File: src/rtl/fpga_robots_game_cell_writer.sv
// Queued 2-bit play-area cell writer: read-modify-write of packed tile map bytes
// through the video generator's external port, optionally only during vertical blanking.
module fpga_robots_game_cell_writer #(
  parameter int FIFO_AW  = 3,
  parameter bit VBI_ONLY = 1'b1
) (
  input  logic        clk,
  input  logic        rst,
  input  logic        cmd_valid,
  output logic        cmd_ready,
  input  logic [6:0]  cmd_x,
  input  logic [6:0]  cmd_y,
  input  logic [1:0]  cmd_what,
  output logic        cmd_err,
  input  logic        vbi,
  output logic [12:0] tm_adr,
  input  logic [7:0]  tm_red,
  output logic [7:0]  tm_wrt,
  output logic        tm_wen,
  output logic        busy,
  output logic        done
);
  localparam int DEPTH = 1 << FIFO_AW;

  typedef enum logic [1:0] {IDLE, RD, MOD, WR} state_t;

  // FIFO entry: {byte address, odd row, new contents}
  logic [15:0]        fifo [DEPTH];
  logic [FIFO_AW:0]   wptr, rptr;
  logic               full, empty, in_range, push, pop;
  logic [15:0]        head;
  state_t             state, state_n;
  logic               cur_odd;
  logic [1:0]         cur_what;
  logic [12:0]        adr_n;
  logic [7:0]         wrt_n;
  logic               wen_n, done_n;

  assign full      = (wptr[FIFO_AW] != rptr[FIFO_AW]) &&
                     (wptr[FIFO_AW-1:0] == rptr[FIFO_AW-1:0]);
  assign empty     = (wptr == rptr);
  assign cmd_ready = !full;
  assign in_range  = (cmd_x < 7'd120) && (cmd_y < 7'd96);
  assign push      = cmd_valid && cmd_ready && in_range;
  assign head      = fifo[rptr[FIFO_AW-1:0]];
  assign pop       = (state == IDLE) && !empty && (vbi || !VBI_ONLY);
  assign busy      = !empty || (state != IDLE);

  always_ff @(posedge clk) begin
    if (push) fifo[wptr[FIFO_AW-1:0]] <= {cmd_y[6:1], cmd_x, cmd_y[0], cmd_what};
  end

  always_ff @(posedge clk) begin
    if (rst) begin
      wptr    <= '0;
      rptr    <= '0;
      cmd_err <= 1'b0;
    end else begin
      if (push) wptr <= wptr + 1'b1;
      if (pop)  rptr <= rptr + 1'b1;
      cmd_err <= cmd_valid && cmd_ready && !in_range;
    end
  end

  // State register; the port outputs are registered alongside it
  always_ff @(posedge clk) begin
    if (rst) begin
      state    <= IDLE;
      tm_adr   <= '0;
      tm_wrt   <= '0;
      tm_wen   <= 1'b0;
      done     <= 1'b0;
      cur_odd  <= 1'b0;
      cur_what <= '0;
    end else begin
      state  <= state_n;
      tm_adr <= adr_n;
      tm_wrt <= wrt_n;
      tm_wen <= wen_n;
      done   <= done_n;
      if (pop) begin
        cur_odd  <= head[2];
        cur_what <= head[1:0];
      end
    end
  end

  always_comb begin
    state_n = state;
    case (state)
      IDLE:    if (pop) state_n = RD;
      RD:      state_n = MOD;
      MOD:     state_n = WR;
      default: state_n = IDLE;
    endcase
  end

  always_comb begin
    adr_n  = tm_adr;
    wrt_n  = tm_wrt;
    wen_n  = 1'b0;
    done_n = 1'b0;
    case (state)
      IDLE: if (pop) adr_n = head[15:3];
      MOD: begin
        wrt_n = cur_odd ? {tm_red[7:4], cur_what, tm_red[1:0]}
                        : {tm_red[7:2], cur_what};
        wen_n = 1'b1;
      end
      WR:      done_n = 1'b1;
      default: ;
    endcase
  end
endmodule

File: config.mk
export PLATFORM = sky130hd
export DESIGN_NAME = fpga_robots_game_cell_writer
export DESIGN_NICKNAME = d
export VERILOG_FILES = /design/src/rtl/fpga_robots_game_cell_writer.sv
export SDC_FILE = /design/constraint.sdc
export NUM_CORES = 1
export LEC_CHECK = 0
export BUFFER_PORTS_ARGS = -buffer_cell sky130_fd_sc_hd__clkbuf_2
export CELL_PAD_IN_SITES_DETAIL_PLACEMENT = 1
export CELL_PAD_IN_SITES_GLOBAL_PLACEMENT = 2
export CORE_MARGIN = 3
export CORE_UTILIZATION = 46
export CTS_BUF_LIST = sky130_fd_sc_hd__clkbuf_8
export DETAILED_ROUTE_END_ITERATION = 12
export PLACE_DENSITY = 0.86
export SYNTH_ARGS = -nofsm -noshare
export SYNTH_HDL_FRONTEND = slang
export SYNTH_SLANG_ARGS = --single-unit
File: constraint.sdc
create_clock -name clk -period 3.9 [get_ports clk]
set_input_delay 0.585 -clock clk [delete_from_list [all_inputs] [get_ports clk]]
set_output_delay 0.585 -clock clk [all_outputs]
set_load 0.02 [all_outputs]
# After elaboration in Yosys (flattened, before gate mapping)

Memory sizes are Yosys's and may differ from the RTL's. A register that Yosys moved wholly into a read port is not among the register bits.
Index checks and enable logic that the tools add are counted.

Eq/ne operators: 7
Reductions and logical operators: 14
Muxes and demuxes: 9
$lt $le $gt $ge: 2
$add $sub $neg: 2

Operators by type and width:

| cell                | number |
|---|---|
| $lt 7x7->1 const B  | 2 |
| $add 4x1->4 const B | 2 |
| $logic_and 1x1->1   | 7 |
| $mux 3              | 2 |
| $pmux 2 s3          | 1 |
| $eq 2x2->1 const B  | 2 |
| $eq 4x4->1          | 1 |
| $mux 1              | 4 |
| $mux 4              | 1 |
| $eq 3x3->1          | 1 |
| $logic_not 1->1     | 3 |
| $eq 2x1->1 const B  | 1 |
| $logic_not 2->1     | 1 |
| $mux 2              | 1 |
| $ne 2x2->1 const B  | 1 |
| $reduce_and 2->1    | 1 |
| $reduce_bool 2->1   | 1 |
| $logic_or 1x1->1    | 1 |
| $ne 1x1->1          | 1 |

Memories kept: 1
Output and inout port bits: 26
Bits in writable memories: 128
Bits in registers: 37

Memory list:

| name | depth | width | read ports | clocked after Yosys merged registers in | write ports | line | text |
|---|---|---|---|---|---|---|---|
| fifo | 8     | 16    | 1          | 1                                       | 1           | 28   | `logic [15:0] fifo [DEPTH];` |

# Logic depth before layout (Yosys ltp)

Gate-level depths: netlist (run 1).

Word-level depth: 7
Mapped depth: 7
Mapped depth without buffers: 6

# Worst setup path before layout (run 1)

OpenSTA, ideal clock, no wires.

Kind: reg2reg
Start point: register wptr[0]
End point: memory fifo[0][0] (enable)
Buffers on the path: 1
Period minus slack after synthesis: 3.360 ns
Path slack: 0.540 ns
Arrival: 2.930 ns
Cell stages (with the launch flop): 6
Cells stage by stage: dfxtp_1 buf_2 xor2_1 or4_1 nand3_1 nor4_1

Cells in the longest elaborated chain, start to end: 7

RTL lines:

| item                            | line | text |
|---|---|---|
| start, declared                 | 29   | `logic [FIFO_AW:0] wptr, rptr;` |
| start signal, assigned          | 59   | `if (push) wptr <= wptr + 1'b1;` |
| $eq 3x3->1                      | 40   | `(wptr[FIFO_AW-1:0] == rptr[FIFO_AW-1:0]);` |
| $logic_and 1x1->1               | 39   | `assign full = (wptr[FIFO_AW] != rptr[FIFO_AW]) &&` |
| $logic_not 1->1                 | 42   | `assign cmd_ready = !full;` |
| named net cmd_ready             | 10   | `output logic cmd_ready,` |
| $logic_and 1x1->1 (2 in series) | 44   | `assign push = cmd_valid && cmd_ready && in_range;` |
| $mux 1                          | 50   | `if (push) fifo[wptr[FIFO_AW-1:0]] <= {cmd_y[6:1], cmd_x, cmd_y[0], cmd_what};` |
| $mux 1 (implied by the code)    | 50   |  |
| end, declared                   | 28   |  |

The timed path passes the listed nets, and every way through them passes these cells.

# Final worst setup path (run 1)

Start point: register wptr[1]
End point: output cmd_ready

Cells in the longest elaborated chain, start to end: 3

RTL lines:

| item              | line |
|---|---|
| $eq 3x3->1        | 40 |
| $logic_and 1x1->1 | 39 |
| $logic_not 1->1   | 42 |
| end, declared     | 10 |

Every way passes these cells.

==> metrics.log, run 1 <==
[metrics] required time at the endpoint of the critical path: 3.31 ns
[metrics] total track usage: 0.1769
[metrics] Final min period: 2.645 ns
[metrics] number of design-rule violations left by the first detailed-router iteration: 219
[metrics] Cell Rows: 42
[metrics] most frequently used flop master after synthesis: edfxtp_1
[metrics] CTS Root Buffer Type: clkbuf_8
[metrics] actual transition at the worst max-transition pin: 1.068 ns
[metrics] count of buffers added by post-CTS timing repair for setup: 0
[metrics] leading post-synthesis cells by instance count: edfxtp_1, dfxtp_1, nor2_1, mux4_2, mux2i_1
[metrics] number of instances resized during post-cts repair: 0
[metrics] antenna-violating nets left: 0
[metrics] growth of design area from synthesis to finish: 13.33%
[metrics] Die X-Extent: 125.3 microns
[metrics] port bufs: 53
[metrics] TritonCTS Sinks: 168
[metrics] global-route wire length before repair: 20760 microns
[metrics] final critical-path setup slack: 1.255 ns
[metrics] run status: completed
[metrics] number of antenna violations at the first check in global routing: 0
[metrics] Inserted Clock Buffers: 17
[metrics] CTS tree: done
[metrics] Clock Pin Slew Worst Setup and Hold Paths: 0.08 ns
[metrics] detail-routed net length per standard cell: 21.10 microns
[metrics] final hold vios: 0
[metrics] post-synthesis cell type count: 35
[metrics] dominant cells by area after synthesis: edfxtp_1, dfxtp_1, mux4_2, mux2i_1, nor2_1
[metrics] remaining design rule violation count: 0
[metrics] Worst Setup End Kind: primary output
[metrics] Lkg Pwr: 2.449 nW
[metrics] Setup crit start kind: flop
[metrics] CORE AREA: 13560 sq um
[metrics] worst min-delay path class: primary input to flop
[metrics] highest fanout seen on the critical path: 9
[metrics] starting density of the core: 0.4827
[metrics] boundary pin count: 54
[metrics] die extent in y: 125.3 microns
[metrics] number of nets produced by synthesis: 402
[metrics] drt via density: 5.458
[metrics] post-route clock period utilization: 0.6783
[metrics] Warnings, synthesis: 0
[metrics] dominant cell by count in the synthesized netlist: edfxtp_1
[metrics] H-tree depth: 4
[metrics] number of hold-repair buffers added at the cts stage: 0
[metrics] Post-synth EDFFs: 128
[metrics] pins over their slew limit: 0
[metrics] Fin Hold WS: 0.3790 ns
[metrics] Seq cells post-synth: 168
[metrics] placed instance area: 7036 sq um
[metrics] routed wire length: 13000 microns
[metrics] layout cell share with drive strength beyond 1: 0.3455
[metrics] Seq/Total Area, Yosys: 0.7098
[metrics] final-report setup violation count: 0
[metrics] largest net degree at the start of global routing: 44
[metrics] last weighted congestion value of the routability-driven placer: 0.7694
[metrics] number of global-route vias before repair: 3639
[metrics] die area: 15690 sq um
[metrics] count of mapped cells out of synthesis: 368
[metrics] pwr dens: 520.4 nW/um^2
[metrics] pre-CTS WS: 1.451 ns
[metrics] Initial DRT Pass Iterations: 4
[metrics] FMAX: 378.0 MHz
[metrics] Inserted Diodes: 0
[metrics] post-synthesis instance area: 6544 sq um
[metrics] clock latency of the later-clocked register in the worst-skew pair: 0.45 ns
[metrics] maximum buffer depth of the clock tree: 2
[metrics] Async SR Flop Fraction: 0
[metrics] overflow left after global routing: 0
[metrics] number of maximum-capacitance constraint violations: 0
[metrics] signal arrival time at the worst endpoint: 2.06 ns
[metrics] Fin Clk Skew: 0.01070 ns
[metrics] final instance area: 7416 sq um
[metrics] unrepaired setup endpoints after global routing: false
[metrics] Max IR drop VDD: 249.3 uV
[metrics] average cell area after synthesis: 17.78 sq um
[metrics] crit path kind: flop to primary output
[metrics] area leader, netlist: edfxtp_1
[metrics] top cell type's share of synthesized area: 0.5874
[metrics] number of vias in the routed layout: 3362
[metrics] register-to-register setup slack: 1.43 ns
[metrics] detailed placement HPWL: 8558 microns
[metrics] Final TNS setup: 0 ns
[metrics] headroom to the max-slew limit: 0.2873
[metrics] total chip power: 0.003859 W
[metrics] final layout net count: 461
-- report_power, final --
part,switching (W),internal (W)
registers,0.0000943,0.00200
logic,0.000309,0.000256
clock network,0.000625,0.000570
total,0.00103,0.00283
-- cell families (layout without fill, tap and decap cells) --
group	Yosys count	count (layout)	share of synthesized area
mux	60	60	0.1535
buf+inv	30	102	0.02256
compound gates	32	32	0.04551
simple gates	66	66	0.04799
xor+xnor	6	6	0.009180
flops	168	168	0.7098
fa+ha+maj	6	6	0.01147
-- through the flow --
step,utilization,instances
2_1_floorplan,-,368
3_3_place_gp,0.5189,584
3_5_place_dp,0.5189,584
4_1_cts,0.5470,616
5_1_grt,0.5470,616
6_report,0.5470,616
-- routing by layer --
| layer | vias to the layer above | part of all wire | GRT usage |
|---|---|---|---|
| met5 | - | 0 | 0 |
| met2 | 77 | 0.51 | 0.2895 |
| met1 | 1704 | 0.44 | 0.2332 |
| met3 | 14 | 0.043 | 0.04222 |
| met4 | 0 | 0.013 | 0.06378 |
| li1 | 1567 | - | - |
-- placed cells by master, fill, tap and decap left out, types with 3 or more instances in the layout --
master | Yosys | layout
edfxtp_1 | 128 | 128
clkbuf_2 | 0 | 53
dfxtp_1 | 40 | 38
nor2_1 | 34 | 34
mux4_2 | 32 | 32
mux2i_1 | 25 | 25
clkbuf_8 | 0 | 17
a211oi_2 | 10 | 10
a211oi_1 | 10 | 10
buf_4 | 1 | 10
inv_1 | 7 | 7
nor4_2 | 0 | 7
ha_1 | 6 | 6
inv_6 | 0 | 6
a21oi_1 | 4 | 4
nor2b_1 | 4 | 4
xor2_1 | 3 | 3
nand2_1 | 3 | 3
nand4_1 | 3 | 3
nand3_1 | 3 | 3
nor3_1 | 4 | 3
o21ai_0 | 3 | 3
or3_1 | 3 | 3
mux2_2 | 3 | 3
clkinv_1 | 0 | 3
clkinv_2 | 0 | 3
-- layout make-up --
type / instances / area, sq um
clock buffers: 17 / 234.0
clock inverters: 15 / 146.4
fillers: 1278 / 6142
inverters: 7 / 26.28
multi-input cells: 170 / 1802
flip-flops and latches: 168 / 4647
well taps: 176 / 220.2
repair buffers: 63 / 340.3
-- path summary, 6_finish.rpt --
check / startpoint / end / depth (start not counted)
hold / removal: tm_red[6] / tm_wrt[6] / 3
setup / recovery: wptr[1] / cmd_ready / 3
setup reg to reg: wptr[0] / fifo[0][1] / 5
hold reg to reg: tm_wrt[1] / tm_wrt[1] / 2
-- sequential cells by signal, indices dropped and copies added (netlist names), named ones only --
signal    flops
cmd_err       1
tm_adr       13
state         2
fifo        128
wptr          4
done          1
tm_wrt        8
rptr          4
cur_what      2
cur_odd       1
tm_wen        1
-- critical path: stages (launching register included) --
cell,delay (ns)
dfxtp_1,0.57
xor2_1,0.23
or4_1,0.63
clkbuf_2,0.20
Note: power is estimated with default switching activity, not from simulation.
==> run 2: changes to the inputs <==
- clock period: 3.9 -> 2.5 ns (I/O delays scaled with it)
==> metrics.log, run 2 (synthesis results as in run 1) <==
[metrics] run status: completed
[metrics] worst min-delay path class: primary input to flop
[metrics] starting density of the core: 0.4827 (unchanged)
[metrics] number of cells on the worst hold path: 3 (unchanged)
[metrics] post-route clock period utilization: 0.8951
[metrics] port bufs: 53 (unchanged)
[metrics] Min-Delay Endpoint: tm_wrt[6]
[metrics] required time at the endpoint of the critical path: 2.63 ns (-0.68 ns)
[metrics] routed wire length: 13360 microns (+2.8%)
[metrics] worst reg2reg endpoint: fifo[0][2]
[metrics] max FFs per register: 128 (unchanged)
[metrics] H-tree depth: 4 (unchanged)
[metrics] CTS tree: done
[metrics] Lkg Pwr: 2.520 nW (+2.9%)
[metrics] count of buffers added by post-CTS timing repair for setup: 0 (unchanged)
[metrics] number of antenna violations at the first check in global routing: 0 (unchanged)
[metrics] global-route wire length before repair: 21910 microns (+5.6%)
[metrics] remaining design rule violation count: 0 (unchanged)
[metrics] number of vias in the routed layout: 3431 (+2.1%)
[metrics] Worst Setup End Kind: flop
[metrics] maximum buffer depth of the clock tree: 2 (unchanged)
[metrics] highest fanout seen on the critical path: 16 (+7)
[metrics] number of design-rule violations left by the first detailed-router iteration: 197 (-10%)
[metrics] die area: 15690 sq um (unchanged)
[metrics] beginning of the worst register-to-register path: rptr[1]
[metrics] most common library cell in the layout ignoring fill and taps: edfxtp_1
[metrics] Final TNS setup: 0 ns (unchanged)
[metrics] headroom to the max-slew limit: 0.6280 (+0.3407)
[metrics] total track usage: 0.1856 (+0.008737)
[metrics] signal arrival time at the worst endpoint: 2.37 ns (+0.31 ns)
[metrics] antenna-violating nets left: 0 (unchanged)
[metrics] register-to-register setup slack: 0.26 ns (-1.17 ns)
[metrics] actual transition at the worst max-transition pin: 0.5581 ns (-0.5096 ns)
[metrics] Inserted Clock Buffers: 17 (unchanged)
[metrics] Initial DRT Pass Iterations: 4 (unchanged)
[metrics] detail-routed net length per standard cell: 21.38 microns (+1.3%)
[metrics] Die X-Extent: 125.3 microns (unchanged)
[metrics] final hold vios: 0 (unchanged)
[metrics] Max IR drop VDD: 365.0 uV (+46%)
[metrics] overflow left after global routing: 0 (unchanged)
[metrics] leading cell types in the layout, fill and taps excluded: edfxtp_1, clkbuf_2, dfxtp_1
[metrics] clock latency of the later-clocked register in the worst-skew pair: 0.44 ns (about the same)
[metrics] number of maximum-capacitance constraint violations: 0 (unchanged)
[metrics] detailed placement HPWL: 8899 microns (+4.0%)
[metrics] last weighted congestion value of the routability-driven placer: 0.7321 (-4.8%)
[metrics] ordered list of cells on the worst path: xor2_1 > or4_4 > nand3_4 > nor4_4 > buf_4
[metrics] slowest cell on the critical path: xor2_1
[metrics] Fin Hold WS: 0.1710 ns (-0.2080 ns)
[metrics] CTS Root Buffer Type: clkbuf_8
[metrics] largest net degree at the start of global routing: 34 (-23%)
[metrics] total chip power: 0.005973 W (+55%)
[metrics] final layout net count: 470 (+2.0%)
[metrics] Fin Clk Skew: 0.01097 ns (+0.0002762 ns)
[metrics] Critical Path Max Stage Delay: 0.42 ns (-0.21 ns)
[metrics] unrepaired setup endpoints after global routing: false
[metrics] boundary pin count: 54 (unchanged)
[metrics] pwr dens: 791.3 nW/um^2 (+52%)
[metrics] layout cell share with drive strength beyond 1: 0.3497 (+0.004211)
[metrics] CORE AREA: 13560 sq um (unchanged)
[metrics] crit path kind: flop to flop
[metrics] pins over their slew limit: 0 (unchanged)
[metrics] number of global-route vias before repair: 3800 (+4.4%)
[metrics] growth of design area from synthesis to finish: 15.35%
[metrics] number of instances resized during post-cts repair: 0 (unchanged)
[metrics] Cell Rows: 42 (unchanged)
[metrics] Final min period: 2.238 ns
[metrics] Clock Pin Slew Worst Setup and Hold Paths: 0.08 ns (about the same)
[metrics] drt via density: 5.490 (+0.58%)
[metrics] TritonCTS Sinks: 168 (unchanged)
[metrics] die extent in y: 125.3 microns (unchanged)
[metrics] FMAX: 446.9 MHz
[metrics] number of hold-repair buffers added at the cts stage: 0 (unchanged)
[metrics] Worst Reg-to-Reg Cells: 5 (unchanged)
[metrics] final-report setup violation count: 0 (unchanged)
[metrics] source of the worst hold timing path: tm_red[6]
[metrics] Inserted Diodes: 0 (unchanged)
[metrics] Setup crit start kind: flop
## run 2: critical path: cells and delay by family, from the launching register on
family        cells  cell delay [ns]
xor+xnor          1             0.42
flops             1             0.40
buf+inv           1             0.31
simple gates      3             0.79
## run 2: how the worst max path moves through the flow
| stage | start | to | slack, ns | cells past startpoint |
|---|---|---|---|---|
| 3_5_place_dp | rptr[1] | fifo[0][11] | 0.27 | 5 |
| 4_1_cts | rptr[1] | fifo[0][3] | 0.25 | 5 |
| 6_report | rptr[1] | fifo[0][2] | 0.26 | 5 |
| 5_1_grt | rptr[1] | fifo[0][3] | 0.12 | 5 |
| 2_1_floorplan | wptr[0] | fifo[0][0] | 0.01 | 5 |
| 3_3_place_gp | rptr[1] | fifo[0][11] | 0.42 | 5 |
## run 2: per-stage QoR
stage | instance area (sq um) | worst slack [ns] | util | cells
floorplan | 6670 | 0.01194 | - | 368
global placement | 7192 | 0.4199 | 0.5305 | 593
detailed placement | 7192 | 0.2732 | 0.5305 | 593
CTS | 7548 | 0.2513 | 0.5568 | 625
global route | 7548 | 0.1153 | 0.5568 | 625
finish | 7548 | 0.2622 | 0.5568 | 625
## run 2: final cells by class
class,count,area (sq um)
clock buffer,17,234.0
clock inverter,15,122.6
fill,1261,6010
inverter,7,26.28
multi-input combinational,170,1879
sequential,168,4646
tap,176,220.2
timing repair buffer,72,420.4
## run 2: per-layer routing
| layer | vias to the layer above | GRT usage | share of wire |
|---|---|---|---|
| met3 | 11 | 0.04563 | 0.053 |
| met5 | - | 0 | 0 |
| met1 | 1760 | 0.2512 | 0.43 |
| li1 | 1580 | - | - |
| met2 | 80 | 0.2986 | 0.51 |
| met4 | 0 | 0.06122 | 0.010 |
## run 2: power by group
part           internal [W]  switching, W  total, W
Clock              0.000857      0.000907   0.00176
Sequential          0.00313     0.0000953   0.00322
Combinational      0.000433      0.000554  0.000987
